===== config.mk =====
export PLATFORM = sky130hd
export DESIGN_NAME = regfile_wr_arbiter
export DESIGN_NICKNAME = d
export VERILOG_FILES = /design/src/rtl/regfile_wr_arbiter_pkg.sv /design/src/rtl/wb_result_buffer.sv /design/src/rtl/regfile_wr_arbiter.sv
export SDC_FILE = /design/constraint.sdc
export NUM_CORES = 1
export LEC_CHECK = 0
export ABC_AREA = 1
export CAP_MARGIN = 20
export CORE_ASPECT_RATIO = 1.25
export CORE_UTILIZATION = 30
export DETAILED_ROUTE_END_ITERATION = 16
export PLACE_DENSITY_LB_ADDON = 0.25
export SYNTH_ARGS = -nofsm -noshare
export SYNTH_HDL_FRONTEND = slang
export SYNTH_SLANG_ARGS = --single-unit

===== constraint.sdc =====
create_clock -name clk -period 1.7 [get_ports clk]
set_input_delay 0.34 -clock clk [delete_from_list [all_inputs] [get_ports clk]]
set_output_delay 0.34 -clock clk [all_outputs]
set_load 0.05 [all_outputs]

===== src/rtl/regfile_wr_arbiter_pkg.sv =====
`default_nettype none
// ============================================================================
// Module      : regfile_wr_arbiter_pkg
// Description : Shared register-file constants for the write-port arbiter.
// Revision    : 1.0 - initial release
// ============================================================================
package regfile_wr_arbiter_pkg;

    localparam int XLEN       = 32;
    localparam int REG_ADDR_W = 5;
    localparam logic [REG_ADDR_W-1:0] REG_X0 = '0;

endpackage : regfile_wr_arbiter_pkg
`default_nettype wire


===== src/rtl/wb_result_buffer.sv =====
`default_nettype none
// ============================================================================
// Module      : wb_result_buffer
// Description : One-entry valid/ready holding register for long-unit results.
// Revision    : 1.0 - initial release
// ============================================================================
module wb_result_buffer
    import regfile_wr_arbiter_pkg::*;
#(
    parameter int DATA_W = XLEN,
    parameter int ADDR_W = REG_ADDR_W
) (
    input  logic              clk,
    input  logic              rst,
    input  logic              i_valid,
    input  logic [ADDR_W-1:0] i_rd,
    input  logic [DATA_W-1:0] i_data,
    output logic              o_ready,
    input  logic              i_drain,
    output logic              o_valid,
    output logic [ADDR_W-1:0] o_rd,
    output logic [DATA_W-1:0] o_data
);

    logic              r_valid;
    logic [ADDR_W-1:0] r_rd;
    logic [DATA_W-1:0] r_data;
    logic              w_load;

    // A drain and a refill may share one cycle, so the entry never bubbles.
    assign o_ready = !r_valid || i_drain;
    // Results aimed at x0 are accepted but never stored.
    assign w_load  = i_valid && o_ready && (i_rd != ADDR_W'(REG_X0));

    always_ff @(posedge clk or negedge rst) begin
        if (!rst) begin
            r_valid <= 1'b0;
            r_rd    <= '0;
            r_data  <= '0;
        end else if (w_load) begin
            r_valid <= 1'b1;
            r_rd    <= i_rd;
            r_data  <= i_data;
        end else if (i_drain) begin
            r_valid <= 1'b0;
        end
    end

    assign o_valid = r_valid;
    assign o_rd    = r_rd;
    assign o_data  = r_data;

endmodule : wb_result_buffer
`default_nettype wire


===== src/rtl/regfile_wr_arbiter.sv =====
`default_nettype none
// ============================================================================
// Module      : regfile_wr_arbiter
// Description : Shares the register-file write port between WB and the long
//               unit; tracks pending long-unit destinations for ID stalls.
// Revision    : 1.0 - initial release
// ============================================================================
module regfile_wr_arbiter
    import regfile_wr_arbiter_pkg::*;
#(
    parameter int XLEN       = regfile_wr_arbiter_pkg::XLEN,
    parameter int ADDR_W     = REG_ADDR_W,
    parameter int STARVE_MAX = 3
) (
    input  logic              clk,
    input  logic              rst,
    input  logic              issue_valid,
    input  logic [ADDR_W-1:0] issue_rd,
    input  logic [ADDR_W-1:0] id_rs1,
    input  logic              id_rs1_used,
    input  logic [ADDR_W-1:0] id_rs2,
    input  logic              id_rs2_used,
    input  logic [ADDR_W-1:0] id_rd,
    input  logic              id_wr,
    input  logic              pipe_wr_en,
    input  logic [ADDR_W-1:0] pipe_wr_addr,
    input  logic [XLEN-1:0]   pipe_wr_data,
    input  logic              lu_valid,
    input  logic [ADDR_W-1:0] lu_rd,
    input  logic [XLEN-1:0]   lu_data,
    output logic              lu_ready,
    output logic              rf_wr_en,
    output logic [ADDR_W-1:0] rf_wr_addr,
    output logic [XLEN-1:0]   rf_wr_data,
    output logic              pipe_hold,
    output logic              sb_stall,
    output logic              sb_busy
);

    localparam int                 c_NREGS      = 2 ** ADDR_W;
    localparam int                 c_CNT_W      = $clog2(STARVE_MAX + 1);
    localparam logic [c_CNT_W-1:0] c_STARVE_LIM = c_CNT_W'(STARVE_MAX);
    localparam logic [ADDR_W-1:0]  c_X0         = ADDR_W'(REG_X0);

    logic [c_NREGS-1:0] r_pending;
    logic [c_NREGS-1:0] w_pending_nxt;
    logic [c_CNT_W-1:0] r_starve_cnt;
    logic               w_buf_ready;
    logic               w_buf_valid;
    logic [ADDR_W-1:0]  w_buf_rd;
    logic [XLEN-1:0]    w_buf_data;
    logic               w_pipe_req;
    logic               w_lu_win;
    logic               w_hit;
    logic               w_issue;

    wb_result_buffer #(
        .DATA_W (XLEN),
        .ADDR_W (ADDR_W)
    ) u_buf (
        .clk     (clk),
        .rst     (rst),
        .i_valid (lu_valid),
        .i_rd    (lu_rd),
        .i_data  (lu_data),
        .o_ready (w_buf_ready),
        .i_drain (w_lu_win),
        .o_valid (w_buf_valid),
        .o_rd    (w_buf_rd),
        .o_data  (w_buf_data)
    );

    assign w_pipe_req = pipe_wr_en && (pipe_wr_addr != c_X0);
    assign w_lu_win   = w_buf_valid && (!w_pipe_req || (r_starve_cnt == c_STARVE_LIM));

    // The buffered entry still holds its pending bit during its own write
    // cycle, so the stall stays up one cycle longer than strictly needed.
    assign w_hit = (id_rs1_used && (id_rs1 != c_X0) && r_pending[id_rs1]) ||
                   (id_rs2_used && (id_rs2 != c_X0) && r_pending[id_rs2]) ||
                   (id_wr       && (id_rd  != c_X0) && r_pending[id_rd]);
    assign w_issue = issue_valid && !w_hit && (issue_rd != c_X0);

    always_comb begin
        w_pending_nxt = r_pending;
        if (w_lu_win) begin
            w_pending_nxt[w_buf_rd] = 1'b0;
        end
        if (w_issue) begin
            w_pending_nxt[issue_rd] = 1'b1;
        end
    end

    always_ff @(posedge clk or negedge rst) begin
        if (!rst) begin
            r_pending    <= '0;
            r_starve_cnt <= '0;
        end else begin
            r_pending <= w_pending_nxt;
            if (w_lu_win) begin
                r_starve_cnt <= '0;
            end else if (w_buf_valid && w_pipe_req && (r_starve_cnt != c_STARVE_LIM)) begin
                r_starve_cnt <= r_starve_cnt + 1'b1;
            end
        end
    end

    assign rf_wr_en   = rst && (w_lu_win || pipe_wr_en);
    assign rf_wr_addr = w_lu_win ? w_buf_rd   : pipe_wr_addr;
    assign rf_wr_data = w_lu_win ? w_buf_data : pipe_wr_data;
    assign pipe_hold  = rst && w_lu_win && w_pipe_req;
    assign lu_ready   = rst && w_buf_ready;
    assign sb_stall   = rst && w_hit;
    assign sb_busy    = rst && ((|r_pending) || w_buf_valid);

endmodule : regfile_wr_arbiter
`default_nettype wire


==> flow_summary.toml, run 1 <==
[critical_path]
cp_slowest_stage_delay_ps = 390
critical_path.max_fanout = 8
worstPathCellList = "ha_2 > or2_4 > nand2_8 > buf_4 > clkbuf_16 > nand2_1 > nand2_4 > buf_12"
worstSetupPathType = "reg2out"
arrival_ps = 1870
crit_family = "simple AND/OR/NAND/NOR gates"
worstSetupStartpointType = "register"
crit_path_top_delay_cell = "dfrtp_1"
r2r_cells = 16
reg2reg_from = "r_pending[17]"
cp_num_buf_inv = 3
critPathLaunch = "r_starve_cnt[0]"
path_depth = 8
end_kind = "primary output"
required_ps = 1360

[placed_design]
dp.cells = 1185
dp_hpwl_um = 14700
dpl_cell_area_sq_um = 8080
gp_congestion = 0.920
port_buffers = 143

[yosys]
synth_top_area_cell = "dfrtp_1"
yosysWarnings = 0
synth_seq_area_share_pct = 35.2
synth-simple-area-share_pct = 41.6
syn_inst = 774
ys_ff_latch = 72
synth_area_sq_um = 5120
synth_compound_area_share_pct = 10.7
syn-num-nets = 877
synth-xor-area-share_pct = 0
synth_cell_types = 33
synth.area.mux_share_pct = 0
synthAdderAreaFrac_pct = 0.244
synth_top_family_by_area = "simple AND/OR/NAND/NOR gates"
post_synth.cell_area_avg_sq_um = 6.62
synth_top_area_share_pct = 35.2
synthTopCellsByArea = "dfrtp_1 35%, nand2_1 22%, o21ai_0 6.4%"

[global_route]
overflow = 0
grt_pass1_vias = 6094
busiest_layer = "met2"
met1_usage_pct = 26.5
grt_usage_pct = 24.4
met3_usage_pct = 5.79
use_met2_pct = 44.8
grt_pass1_wl_um = 32600
antenna_found_initial = 0
grt_max_degree = 27

[floorplanning]
fp.dieArea_sq_um = 17600
die_h_um = 148
ioPinCount = 144
std_cell_rows = 53
dieWidth_um = 119
core_sq_um = 16800
start_util_pct = 30.5

[cts]
cts_tree = "yes"
cts-root-buf = "clkbuf_16"
cts_num_sinks = 72
clk_pin_slew_ps = 50
clock_latency_ps = 340
cts.path.max_buffers = 2
htreeDepth = 3
cts_made_buffers = 9

[drt]
drtIter0Drc = 324
firstDrtPassIters = 5
vias = 5974
ant_nets = 0
post_drt_wl_per_cell_um = 17.0
vias_per_cell = 4.82
wl_um = 21100
drc = 0

[layout]
stdcell_count = 1239
nets = 1117
layout-drive-gt1-share_pct = 38.8
antennaDiodeCount = 0
area_growth_pct = 85.4
final_area_sq_um = 9500

[timing]
hold_ws_ps = 490
finalCriticalPeriod_ps = 2210
slew_headroom_pct = 71.0
fmax_mhz = 453
timing_worst_slew_pin_value_ps = 434
hold_violations = 0
slew_viol_final = 0
finalClockSkew_ps = 9.17
setup_ws_ps = -508
rsz0062_at_grt = "true"
period_share_pct = 130
setup_violations = 110

[hold_path]
hold_path.startpoint = "r_starve_cnt[1]"
min_path_type = "reg2reg"
hold_path_depth = 2

[flow_run]
cap_violations = 0

[power]
power_density_nw_per_um2 = 1100
p_leak_nw = 4.51
ir_worst_vdd_v = 0.000675
finalPower_mw = 10.4

[status]
violations = "setup timing"
status = "complete, but fails checks"
cell usage in the layout (no fill, tap or decap), drive strengths merged:
cell type	instances
a31oi	2
o211ai	2
nand2	301
dlygate4sd2	7
nor4	8
dfrtp	72
bufinv	1
nand3b	1
bufbuf	1
a21oi	11
o21ai	89
nand4	4
dlygate4sd3	1
clkinv	4
clkbuf	11
nand3	95
nor2	60
clkdlybuf4s50	82
ha	1
nor3	2
clkdlybuf4s15	5
o311ai	1
inv	91
dlymetal6s2s	3
clkinvlp	3
buf	159
or2	2
cell type report:
class,count,area (sq um)
clock buffers,9,225
repair inverters,1,7.51
well taps,220,275
flip-flops and latches,72,1830
fillers,1499,7280
repair buffers,260,3190
inverters,91,362
multi-input cells,579,3540
clock inverters,7,72.6
metrics by stage:
| step | setup WS (ps) | util [%] | TNS (ps) |
|---|---|---|---|
| 3_3_place_gp | -802 | 48.1 | -72240 |
| 3_5_place_dp | -799 | 48.1 | -72650 |
| 5_1_grt | -557 | 56.6 | -37500 |
| 6_report | -508 | 56.6 | -30130 |
| 2_1_floorplan | -218 | - | -3440 |
| 4_1_cts | -547 | 55.0 | -28500 |
where the power goes:
part,internal [mW],switching (mW)
sequential,2.22,0.769
clock,1.13,0.757
combinational,2.69,2.85
worst register-to-register path, stage by stage, from the launching register on:
cell	delay (ps)
dfrtp_2	500
nand2_2	100
nand2_1	50
nand2_1	50
nand2_1	50
nor2_1	80
nand2_1	70
nand3_2	60
nand2_2	50
nand2_2	80
nand2_4	70
buf_6	120
buf_6	110
nor2_8	180
buf_12	180
nand3_2	70
nand2_1	70
synthesized netlist by cell type, drive strengths merged:
master	instances
dfrtp	72
nand4	4
nor3	2
a31oi	2
o211ai	2
nor4	8
inv	91
or2	2
buf	25
nand3	95
a21oi	11
o311ai	1
nor2	60
clkbuf	7
nand2	301
o21ai	89
nand3b	1
ha	1
registers in the layout (all words and copies together), names as in the netlist:
signal         count
r_starve_cnt       2
u_buf.o_data      32
u_buf.o_rd         5
r_pending         32
u_buf.o_valid      1
per-layer routing:
| metal | vias to the layer above | part of all wire, % |
|---|---|---|
| met3 | 38 | 6.5 |
| met2 | 221 | 53 |
| li1 | 2949 | - |
| met4 | 0 | 3.1 |
| met1 | 2766 | 38 |
| met5 | - | 0 |
cell families after synthesis:
kind of cell,after synthesis
AND/OR/NAND/NOR,473
adder cells (fa/ha/maj),1
flip-flops,72
buffers and inverters,123
AO/OA/AOI/OAI,105
path summary, 6_finish.rpt:
| check | endpoint | slack, ps |
|---|---|---|
| worst max-delay path | rf_wr_data[8] | -510 |
| worst min-delay path | r_starve_cnt[1] | 490 |
| worst max register to register | r_pending[9] | -260 |
| worst min register to register | r_starve_cnt[1] | 490 |
| max in group asynchronous | r_pending[9] | 530 |
| min in group asynchronous | u_buf.o_data[17] | 550 |
what timing repair did:
| item | in CTS | in global routing |
|---|---|---|
| buffers inserted | 14 | 13 |
| resized for setup | 138 | 84 |
| endpoints found under the hold margin | 24 | 0 |
| hold buffers | 1 | 0 |
| pin swaps | 32 | 26 |
| gates cloned | 12 | 2 |
| setup endpoints to repair | 111 | 110 |
Power figures use the tool's default switching activity.
==> run 2, diff against run 1 <==
--- a/config.mk
+++ b/config.mk
@@ -5,12 +5,11 @@
 export SDC_FILE = /design/constraint.sdc
 export NUM_CORES = 1
 export LEC_CHECK = 0
-export ABC_AREA = 1
 export CAP_MARGIN = 20
 export CORE_ASPECT_RATIO = 1.25
 export CORE_UTILIZATION = 30
 export DETAILED_ROUTE_END_ITERATION = 16
-export PLACE_DENSITY_LB_ADDON = 0.25
+export PLACE_DENSITY_LB_ADDON = 0.15
 export SYNTH_ARGS = -nofsm -noshare
 export SYNTH_HDL_FRONTEND = slang
 export SYNTH_SLANG_ARGS = --single-unit
==> run 2 against run 1 <==
Against the previous run: the run still ends with setup timing left; sequential cell count unchanged; synthesized cell count down 43%; combinational power up 22%; non-clock buffer count down 1; core utilization up 9.0 points; sequential share of layout area down 0.13 points; critical endpoint is now sb_stall; highest routed layer unchanged.
==> flow_summary.toml, run 2 <==
[drt]
vias = 4730
ant_nets = 0
firstDrtPassIters = 4
vias_per_cell = 5.47
wl_um = 18600
drc = 0
post_drt_wl_per_cell_um = 21.5
drtIter0Drc = 180

[yosys]
synth_cell_types = 45
syn-num-nets = 542
ys_ff_latch = 72
post_synth.cell_area_avg_sq_um = 10.1
synth-main-ff-cell = "dfrtp_1"
synth_common_cells = "118 x nand2_1, 72 x dfrtp_1, 38 x mux2_2, 32 x o21ai_0, 32 x o31ai_1"
synth_edf_count = 0
synth_seq_area_share_pct = 40.8
synthTopCellsByArea = "dfrtp_1 41%, nand2_1 10%, mux2_2 9.7%"
synth_top_area_share_pct = 40.8
synth_top_area_cell = "dfrtp_1"
syn_inst = 439
synth_area_sq_um = 4420
synthArstFlopShare_pct = 100
yosysWarnings = 0
synth_most_common_cell = "nand2_1"

[layout]
layout-drive-gt1-share_pct = 58.6
mostFrequentLayoutCells = "88 x clkdlybuf4s50_1, 81 x buf_4, 69 x dfrtp_1"
stdcell_count = 864
final_area_sq_um = 9450
fill_cells = 1091
area_growth_pct = 114
fin_util_pct = 65.6
antennaDiodeCount = 0
nets = 784
final_common_cell = "clkdlybuf4s50_1"

[critical_path]
arrival_ps = 2260
worstSetupStartpointType = "register"
critical_path.max_fanout = 4
end_kind = "primary output"
worstSetupPathType = "reg2out"
r2r_slack_ps = -830
r2r_cells = 9
required_ps = 1360

[floorplanning]
core_sq_um = 14400
die_h_um = 138
std_cell_rows = 49
dieWidth_um = 111
ioPinCount = 144
fp.dieArea_sq_um = 15200
start_util_pct = 30.7

[global_route]
grt_pass1_vias = 5258
grt_pass1_wl_um = 28600
grt_max_degree = 73
overflow = 0
antenna_found_initial = 0
grt_usage_pct = 24.7

[hold_path]
min_path_type = "in2async"

[status]
status = "complete, but fails checks"
violations = "setup timing"

[cts]
cts_made_buffers = 9
cts.path.max_buffers = 2
clk_pin_slew_ps = 60
cts_num_sinks = 72
clock_latency_ps = 340
htreeDepth = 3
cts_tree = "yes"
cts-root-buf = "clkbuf_16"

[timing]
slew_viol_final = 0
slew_headroom_pct = 35.7
fmax_mhz = 384
finalCriticalPeriod_ps = 2600
setup_tns_ps = -60830
timing_worst_slew_pin_value_ps = 964
finalClockSkew_ps = 6.35
setup_violations = 111
hold_violations = 0
period_share_pct = 153
hold_ws_ps = 279
setup_ws_ps = -902
rsz0062_at_grt = "true"

[placed_design]
post-place-ws_ps = -1220
dp_hpwl_um = 12100
port_buffers = 143
dp.cells = 816
gp_congestion = 0.863
dpl_cell_area_sq_um = 7640

[flow_run]
cap_violations = 0

[power]
p_leak_nw = 3.92
ir_worst_vdd_v = 0.000730
finalPower_mw = 11.9
power_density_nw_per_um2 = 1260
run 2: cells by family (layout without fill, tap and decap cells):
| logic type | count (synthesis) | count (layout) | share of synthesized area (%) |
|---|---|---|---|
| AOI/OAI and AO/OA | 85 | 85 | 13.3 |
| adders and majority gates | 1 | 1 | 0.283 |
| buffers and inverters | 33 | 280 | 3.51 |
| DFF | 72 | 72 | 40.8 |
| muxes | 71 | 71 | 23.4 |
| and+or+nand+nor | 177 | 177 | 18.8 |
run 2: worst paths after layout:
check,from,endpoint
setup / recovery,r_pending[13],sb_stall
setup reg to reg,r_pending[13],r_pending[30]
hold reg to reg,r_starve_cnt[1],r_starve_cnt[1]
hold / removal,rst,u_buf.o_rd[4]
min in group clk,r_starve_cnt[1],r_starve_cnt[1]
max in group asynchronous,rst,r_pending[7]
run 2: timing repair:
| action | in CTS | in global routing |
|---|---|---|
| setup endpoints to repair | 113 | 112 |
| setup buffers | 22 | 5 |
| gates cloned | 13 | 0 |
| pin swaps | 59 | 48 |
| gates resized for setup | 189 | 49 |
| hold buffers | 0 | 0 |
run 2: where the power goes:
part / internal [mW] / switching (mW)
logic: 3.50 / 3.25
registers: 2.23 / 0.675
clock network: 1.52 / 0.749
total: 7.25 / 4.67
run 2: cell type report:
class | instances | area, sq um | share of cell area (%)
inverter | 5 | 18.8 | 0.199
timing repair buffer | 259 | 3080 | 32.6
sequential | 72 | 1810 | 19.1
multi-input combinational | 334 | 3970 | 42.0
clock inverter | 4 | 98.8 | 1.05
clock buffer | 12 | 256 | 2.71
tap | 178 | 223 | 2.36
run 2: worst max-delay path: stages (launching register included):
cell and delay [ps]:
dfrtp_2 430, mux4_2 470, mux2_4 270, a221o_1 350, o2111ai_4 110, a31oi_4 120, buf_6 170
run 2: routing by layer:
layer  share of wire [%]  global-route usage [%]  routed length [um]
met3                 6.0                    6.60                1120
met2                  56                    47.4               10400
met1                  34                    24.9                6370
met4                 3.7                    11.2                 684
met5                   0                       0                   0
==> run 3, diff against run 2 <==
--- a/config.mk
+++ b/config.mk
@@ -5,7 +5,6 @@
 export SDC_FILE = /design/constraint.sdc
 export NUM_CORES = 1
 export LEC_CHECK = 0
-export CAP_MARGIN = 20
 export CORE_ASPECT_RATIO = 1.25
 export CORE_UTILIZATION = 30
 export DETAILED_ROUTE_END_ITERATION = 16
==> results of run 3 <==
Final layout, timing and power as in run 2 (identical DEF).
